<file path="src/rtl/bit_serializer_pkg.sv">
// Shared types and helpers for the bit_serializer slice.
package bit_serializer_pkg;

  typedef enum logic [1:0] {
    S_IDLE  = 2'd0,
    S_SHIFT = 2'd1,
    S_PAR   = 2'd2
  } ser_state_t;

  localparam int SER_WIDTH_DEFAULT = 8;

  function automatic int ser_cnt_w(input int width);
    return $clog2(width + 1);
  endfunction

endpackage

</file>
<file path="src/rtl/ser_hold_buf.sv">
// One-entry holding register between the parallel source and the shifter.
module ser_hold_buf
  import bit_serializer_pkg::*;
#(
  parameter int WIDTH = SER_WIDTH_DEFAULT
) (
  input  logic             clk,
  input  logic             rst,
  input  logic [WIDTH-1:0] din_i,
  input  logic             load_i,
  input  logic             drain_i,
  output logic [WIDTH-1:0] hold_data_o,
  output logic             hold_full_o,
  output logic             din_ready_o
);

  logic [WIDTH-1:0] hold_q;
  logic             hold_full_q;

  always_ff @(posedge clk) begin
    if (rst) begin
      hold_q      <= '0;
      hold_full_q <= 1'b0;
    end else if (drain_i) begin
      hold_full_q <= 1'b0;
    end else if (load_i) begin
      hold_q      <= din_i;
      hold_full_q <= 1'b1;
    end
  end

  assign hold_data_o = hold_q;
  assign hold_full_o = hold_full_q;
  assign din_ready_o = !hold_full_q && !rst;

endmodule

</file>
<file path="src/rtl/bit_serializer.sv">
// Parallel-to-serial front end, MSB first, with a one-word holding buffer.
// Optional trailing even-parity bit when BIT_SERIALIZER_PARITY_EN is defined.
module bit_serializer
  import bit_serializer_pkg::*;
#(
  parameter int WIDTH = SER_WIDTH_DEFAULT
) (
  input  logic             clk,
  input  logic             rst,
  input  logic [WIDTH-1:0] din,
  input  logic             din_valid,
  output logic             din_ready,
  output logic             sout,
  output logic             sout_valid,
  output logic             word_done,
  output logic             busy
);

  localparam int            CW     = ser_cnt_w(WIDTH);
  localparam logic [CW-1:0] LAST   = CW'(WIDTH - 1);
  localparam logic [CW-1:0] PENULT = CW'(WIDTH - 2);
`ifdef BIT_SERIALIZER_PARITY_EN
  localparam bit LAST_IS_DATA = 1'b0;
`else
  localparam bit LAST_IS_DATA = 1'b1;
`endif

  ser_state_t       state_q;
  logic [WIDTH-1:0] sh_q;
  logic [CW-1:0]    cnt_q;
  logic             sout_q, sout_valid_q, word_done_q;
`ifdef BIT_SERIALIZER_PARITY_EN
  logic             par_q;
`endif

  logic [WIDTH-1:0] hold_data, word_d;
  logic             hold_full, accept, end_word, start_word, buf_load, buf_drain;

  assign accept = din_valid && din_ready;

  // end_word marks the edge that retires the bit currently on sout as the word's last
`ifdef BIT_SERIALIZER_PARITY_EN
  assign end_word = (state_q == S_PAR);
`else
  assign end_word = (state_q == S_SHIFT) && (cnt_q == LAST);
`endif

  assign start_word = ((state_q == S_IDLE) && accept) || (end_word && (hold_full || accept));
  assign buf_load   = accept && (state_q != S_IDLE) && !end_word;
  assign buf_drain  = end_word && hold_full;
  assign word_d     = buf_drain ? hold_data : din;

  ser_hold_buf #(.WIDTH(WIDTH)) u_hold (
    .clk         (clk),
    .rst         (rst),
    .din_i       (din),
    .load_i      (buf_load),
    .drain_i     (buf_drain),
    .hold_data_o (hold_data),
    .hold_full_o (hold_full),
    .din_ready_o (din_ready)
  );

  // Output registers are loaded with the bit they present in the following cycle
  always_ff @(posedge clk) begin
    if (rst) begin
      state_q      <= S_IDLE;
      sh_q         <= '0;
      cnt_q        <= '0;
      sout_q       <= 1'b0;
      sout_valid_q <= 1'b0;
      word_done_q  <= 1'b0;
`ifdef BIT_SERIALIZER_PARITY_EN
      par_q        <= 1'b0;
`endif
    end else if (start_word) begin
      state_q      <= S_SHIFT;
      sh_q         <= {word_d[WIDTH-2:0], 1'b0};
      cnt_q        <= '0;
      sout_q       <= word_d[WIDTH-1];
      sout_valid_q <= 1'b1;
      word_done_q  <= 1'b0;
`ifdef BIT_SERIALIZER_PARITY_EN
      par_q        <= ^word_d;
`endif
    end else if (end_word) begin
      state_q      <= S_IDLE;
      sout_q       <= 1'b0;
      sout_valid_q <= 1'b0;
      word_done_q  <= 1'b0;
    end else if (state_q == S_SHIFT) begin
`ifdef BIT_SERIALIZER_PARITY_EN
      if (cnt_q == LAST) begin
        state_q     <= S_PAR;
        sout_q      <= par_q;
        word_done_q <= 1'b1;
      end else begin
        sout_q      <= sh_q[WIDTH-1];
        sh_q        <= sh_q << 1;
        cnt_q       <= cnt_q + CW'(1);
        word_done_q <= LAST_IS_DATA && (cnt_q == PENULT);
      end
`else
      sout_q      <= sh_q[WIDTH-1];
      sh_q        <= sh_q << 1;
      cnt_q       <= cnt_q + CW'(1);
      word_done_q <= LAST_IS_DATA && (cnt_q == PENULT);
`endif
    end
  end

  assign sout       = sout_q;
  assign sout_valid = sout_valid_q;
  assign word_done  = word_done_q;
  assign busy       = sout_valid_q | hold_full;

endmodule

</file>
<file path="config.mk">
export PLATFORM = sky130hd
export DESIGN_NAME = bit_serializer
export DESIGN_NICKNAME = d
export VERILOG_FILES = /design/src/rtl/bit_serializer_pkg.sv /design/src/rtl/ser_hold_buf.sv /design/src/rtl/bit_serializer.sv
export SDC_FILE = /design/constraint.sdc
export NUM_CORES = 1
export LEC_CHECK = 0
export ABC_AREA = 0
export CAP_MARGIN = 20
export CELL_PAD_IN_SITES_DETAIL_PLACEMENT = 2
export CELL_PAD_IN_SITES_GLOBAL_PLACEMENT = 2
export CORE_MARGIN = 2
export CORE_UTILIZATION = 37
export DETAILED_ROUTE_END_ITERATION = 8
export PLACE_DENSITY = 0.92
export SLEW_MARGIN = 10
export SYNTH_ARGS = -nofsm -noshare
export SYNTH_HDL_FRONTEND = slang
export SYNTH_SLANG_ARGS = --single-unit
export TNS_END_PERCENT = 20
</file>
<file path="constraint.sdc">
create_clock -name clk -period 4.45 [get_ports clk]
set_input_delay 0.445 -clock clk [delete_from_list [all_inputs] [get_ports clk]]
set_output_delay 0.445 -clock clk [all_outputs]
set_load 0.02 [all_outputs]
</file>
==> impl_metrics.env <==
export IMPL_status="complete, no violations"
export IMPL_cts_sinks=23
export IMPL_synth_edff_count=0
export IMPL_dieHeight_um=63.3
export IMPL_placed_area_sq_mm=0.00145
export IMPL_netSwitchingPower_mw=0.122
export IMPL_grt_antenna_before_repair=0
export IMPL_drc=0
export IMPL_worstHoldEndpoint="sh_q[6]"
export IMPL_initial_core_util_pct=38.7
export IMPL_antenna_violating_nets_post_route=0
export IMPL_die_width_um=63.3
export IMPL_pwr_density_cell_mw_per_mm2=277
export IMPL_report_final_hold_viol_count=0
export IMPL_timing_critical_path_buf_inv=1
export IMPL_post_place_ws_ps=2090
export IMPL_max_cap_violations=0
export IMPL_clock_fmax_ghz=0.398
export IMPL_setup_violations_final=0
export IMPL_drt_first_iter_violations=42
export IMPL_std_cell_rows=21
export IMPL_tritoncts="built"
export IMPL_fin_worst_skew_ps=4.63
export IMPL_grt_pass1_wl_um=6210
export IMPL_cts_htree_levels=1
export IMPL_syn_cell_area_sq_mm=0.00130
export IMPL_antennaDiodeCount=0
export IMPL_synth_nets=149
export IMPL_wl_per_cell_um=19.3
export IMPL_post_cts_repair_setup_buffers=0
export IMPL_post_cts_hold_buffer_count=0
export IMPL_first_pass_iters=4
export IMPL_synthArstFlopShare_pct=0
export IMPL_worstPathArrival_ps=2070
export IMPL_viasPerCell=5.97
export IMPL_cp_top_family="flip-flops"
export IMPL_dp_hpwl_um=2550
export IMPL_headroom_to_the_max_slew_limit_pct=43.6
export IMPL_synth_warning_count=0
export IMPL_synth_seq_area_share_pct=35.4
export IMPL_die_area_sq_mm=0.00401
export IMPL_cts_root_buf="sky130_fd_sc_hd__clkbuf_4"
export IMPL_timing_critical_path_to_type="output port"
export IMPL_ys_dominant_reg_cell="sky130_fd_sc_hd__dfxtp_1"
export IMPL_pwr_share_clk_pct=26.2
export IMPL_criticalPathCategory="flop to output port"
export IMPL_io_buffers=15
export IMPL_cp_start_kind="flop"
export IMPL_io_pin_count=16
export IMPL_critical_path_slowest_cell="sky130_fd_sc_hd__dfxtp_1"
export IMPL_postSynthCellCount=136
export IMPL_p_sw_share_pct=29.7
export IMPL_final_max_slew_violation_count=0
export IMPL_grtUsageTotal_pct=19.6
export IMPL_core_sq_mm=0.00336
export IMPL_layout_area_overhead_vs_synth_pct=13.4
export IMPL_gp_routability_congestion=0.743
export IMPL_finalWorstPathRequiredPeriod_ps=2510
export IMPL_cts_buffer_depth=2
export IMPL_crit_reg2reg_launch="cnt_q[1]"
export IMPL_clkLatencyLatePin_ps=340
export IMPL_final_area_sq_mm=0.00148
export IMPL_combinational_share_of_power_pct=17.6
export IMPL_rsz0062_at_grt="no"
export IMPL_min_from="sh_q[5]"
export IMPL_layout_setup_ws_ps=1940
export IMPL_final_util_pct=43.9
export IMPL_num_nets_final=158
export IMPL_routed_wl_um=3670
export IMPL_grt_pass1_vias=1294
export IMPL_cts_clk_slew_worst_paths_ps=140
export IMPL_hold_path_depth=2
export IMPL_ff2ff_path_depth=4
export IMPL_ys_ff_latch=23
export IMPL_crit_reg2reg_capture="u_hold.hold_data_o[5]"
export IMPL_setup_total_negative_slack_ps=0
export IMPL_synth_cell_types=42
export IMPL_via_count=1134
export IMPL_worstPathRequired_ps=4010
export IMPL_cellInternalPower_mw=0.287
export IMPL_critical_path_max_stage_delay_ps=900
export IMPL_gr_total_overflow=0
export IMPL_finalCritPeriodShare_pct=56.4
export IMPL_hold_path_class="flop to flop"
export IMPL_p_leak_nw=0.540
export IMPL_irDropWorstVdd_uv=124
export IMPL_rrSetupSlack_ps=2410
export IMPL_worst_slew_pin_transition_ps=846
export IMPL_cts_inserted_buffers=3
export IMPL_grt_max_degree=26
export IMPL_crit_path_max_fanout=25
export IMPL_drive_gt1_share_pct=18.1
export IMPL_cts_resized_gates=0
export IMPL_cp_cell_sequence="or2_2 -> clkdlybuf4s50_1"
export IMPL_pwr_share_seq_pct=56.2
export IMPL_postSynthAreaPerCell_sq_um=9.58
==> cell families after synthesis <==
group | share of synthesized area [%]
multiplexers | 8.26
flip-flops | 35.4
AO/OA/AOI/OAI | 19.2
adder cells (fa/ha/maj) | 1.92
buffers and inverters | 6.53
AND/OR/NAND/NOR | 28.7
==> cell type report <==
class	count	area, sq um
Fill cell	397	1890
Inverter	3	11.3
Timing Repair Buffer	17	165
Tap cell	46	57.6
Clock buffer	4	26.3
Sequential cell	23	460
Multi-Input combinational cell	97	757
==> synthesized netlist by cell type, types with 5 or more instances <==
| library cell | instances | share of area [%] |
|---|---|---|
| sky130_fd_sc_hd__nor2b_1 | 8 | 3.8 |
| sky130_fd_sc_hd__nand3_1 | 8 | 3.1 |
| sky130_fd_sc_hd__a21oi_1 | 5 | 1.9 |
| sky130_fd_sc_hd__mux2_2 | 6 | 5.2 |
| sky130_fd_sc_hd__dfxtp_1 | 23 | 35 |
| sky130_fd_sc_hd__o22ai_1 | 6 | 2.9 |
| sky130_fd_sc_hd__o21ai_0 | 5 | 1.9 |
| sky130_fd_sc_hd__buf_2 | 6 | 2.3 |
| sky130_fd_sc_hd__and4bb_2 | 5 | 4.8 |
| sky130_fd_sc_hd__a31oi_1 | 6 | 2.9 |
| sky130_fd_sc_hd__o211ai_1 | 6 | 3.5 |
| sky130_fd_sc_hd__and3_1 | 6 | 2.9 |
==> worst reg2reg max path, delay by kind of cell, from the launching register on <==
kind | cells | cell delay, ps
adder cells (fa/ha/maj) | 1 | 290
flip-flops | 1 | 420
multiplexers | 1 | 370
AND/OR/NAND/NOR | 2 | 850
==> routing by layer <==
layer	up-vias	wire, um	GRT usage [%]
met2	17	1980	37.2
met3	5	77	1.79
met5	-	0	0
li1	531	-	-
met1	581	1550	22.5
met4	0	59	7.34
==> per-stage QoR <==
step	power [mW]	cells	hold WS, ps
after global placement	0.300	186	485
after global routing	0.426	190	555
after detailed placement	0.307	186	501
final	0.409	190	522
after CTS	0.410	190	515
after floorplan	0.278	136	460
==> cells in the final DEF, fill, tap and decap left out, drive strengths merged, types with 4 or more instances in the layout <==
| cell | count |
|---|---|
| and3 | 6 |
| and4bb | 5 |
| o22ai | 6 |
| a31oi | 6 |
| clkdlybuf4s50 | 15 |
| a21oi | 6 |
| dfxtp | 23 |
| nand3 | 9 |
| clkbuf | 4 |
| mux2 | 8 |
| nor2b | 8 |
| o21ai | 5 |
| o211ai | 6 |
==> state kept, by name, indices dropped and copies added, names as in the netlist <==
register and count:
cnt_q 4, sh_q 7, word_done 1, sout 1, state_q 1, u_hold.hold_full_o 1, u_hold.hold_data_o 8
==> power by group through the flow <==
| stage | Sequential, mW | Clock, mW | Combinational (mW) |
|---|---|---|---|
| floorplan | 0.228 | 0 | 0.0499 |
| global placement | 0.232 | 0 | 0.0674 |
| detailed placement | 0.234 | 0 | 0.0724 |
| CTS | 0.230 | 0.108 | 0.0726 |
| global route | 0.232 | 0.116 | 0.0781 |
| finish | 0.230 | 0.107 | 0.0719 |
==> worst max path at each step <==
stage                             startpoint         to  cells past startpoint
after floorplan                          rst  din_ready                      3
after global placement                   rst  din_ready                      3
after detailed placement                 rst  din_ready                      3
after CTS                 u_hold.hold_full_o       busy                      2
after global routing      u_hold.hold_full_o       busy                      2
final                     u_hold.hold_full_o       busy                      2
Note: power is estimated with default switching activity, not from simulation.
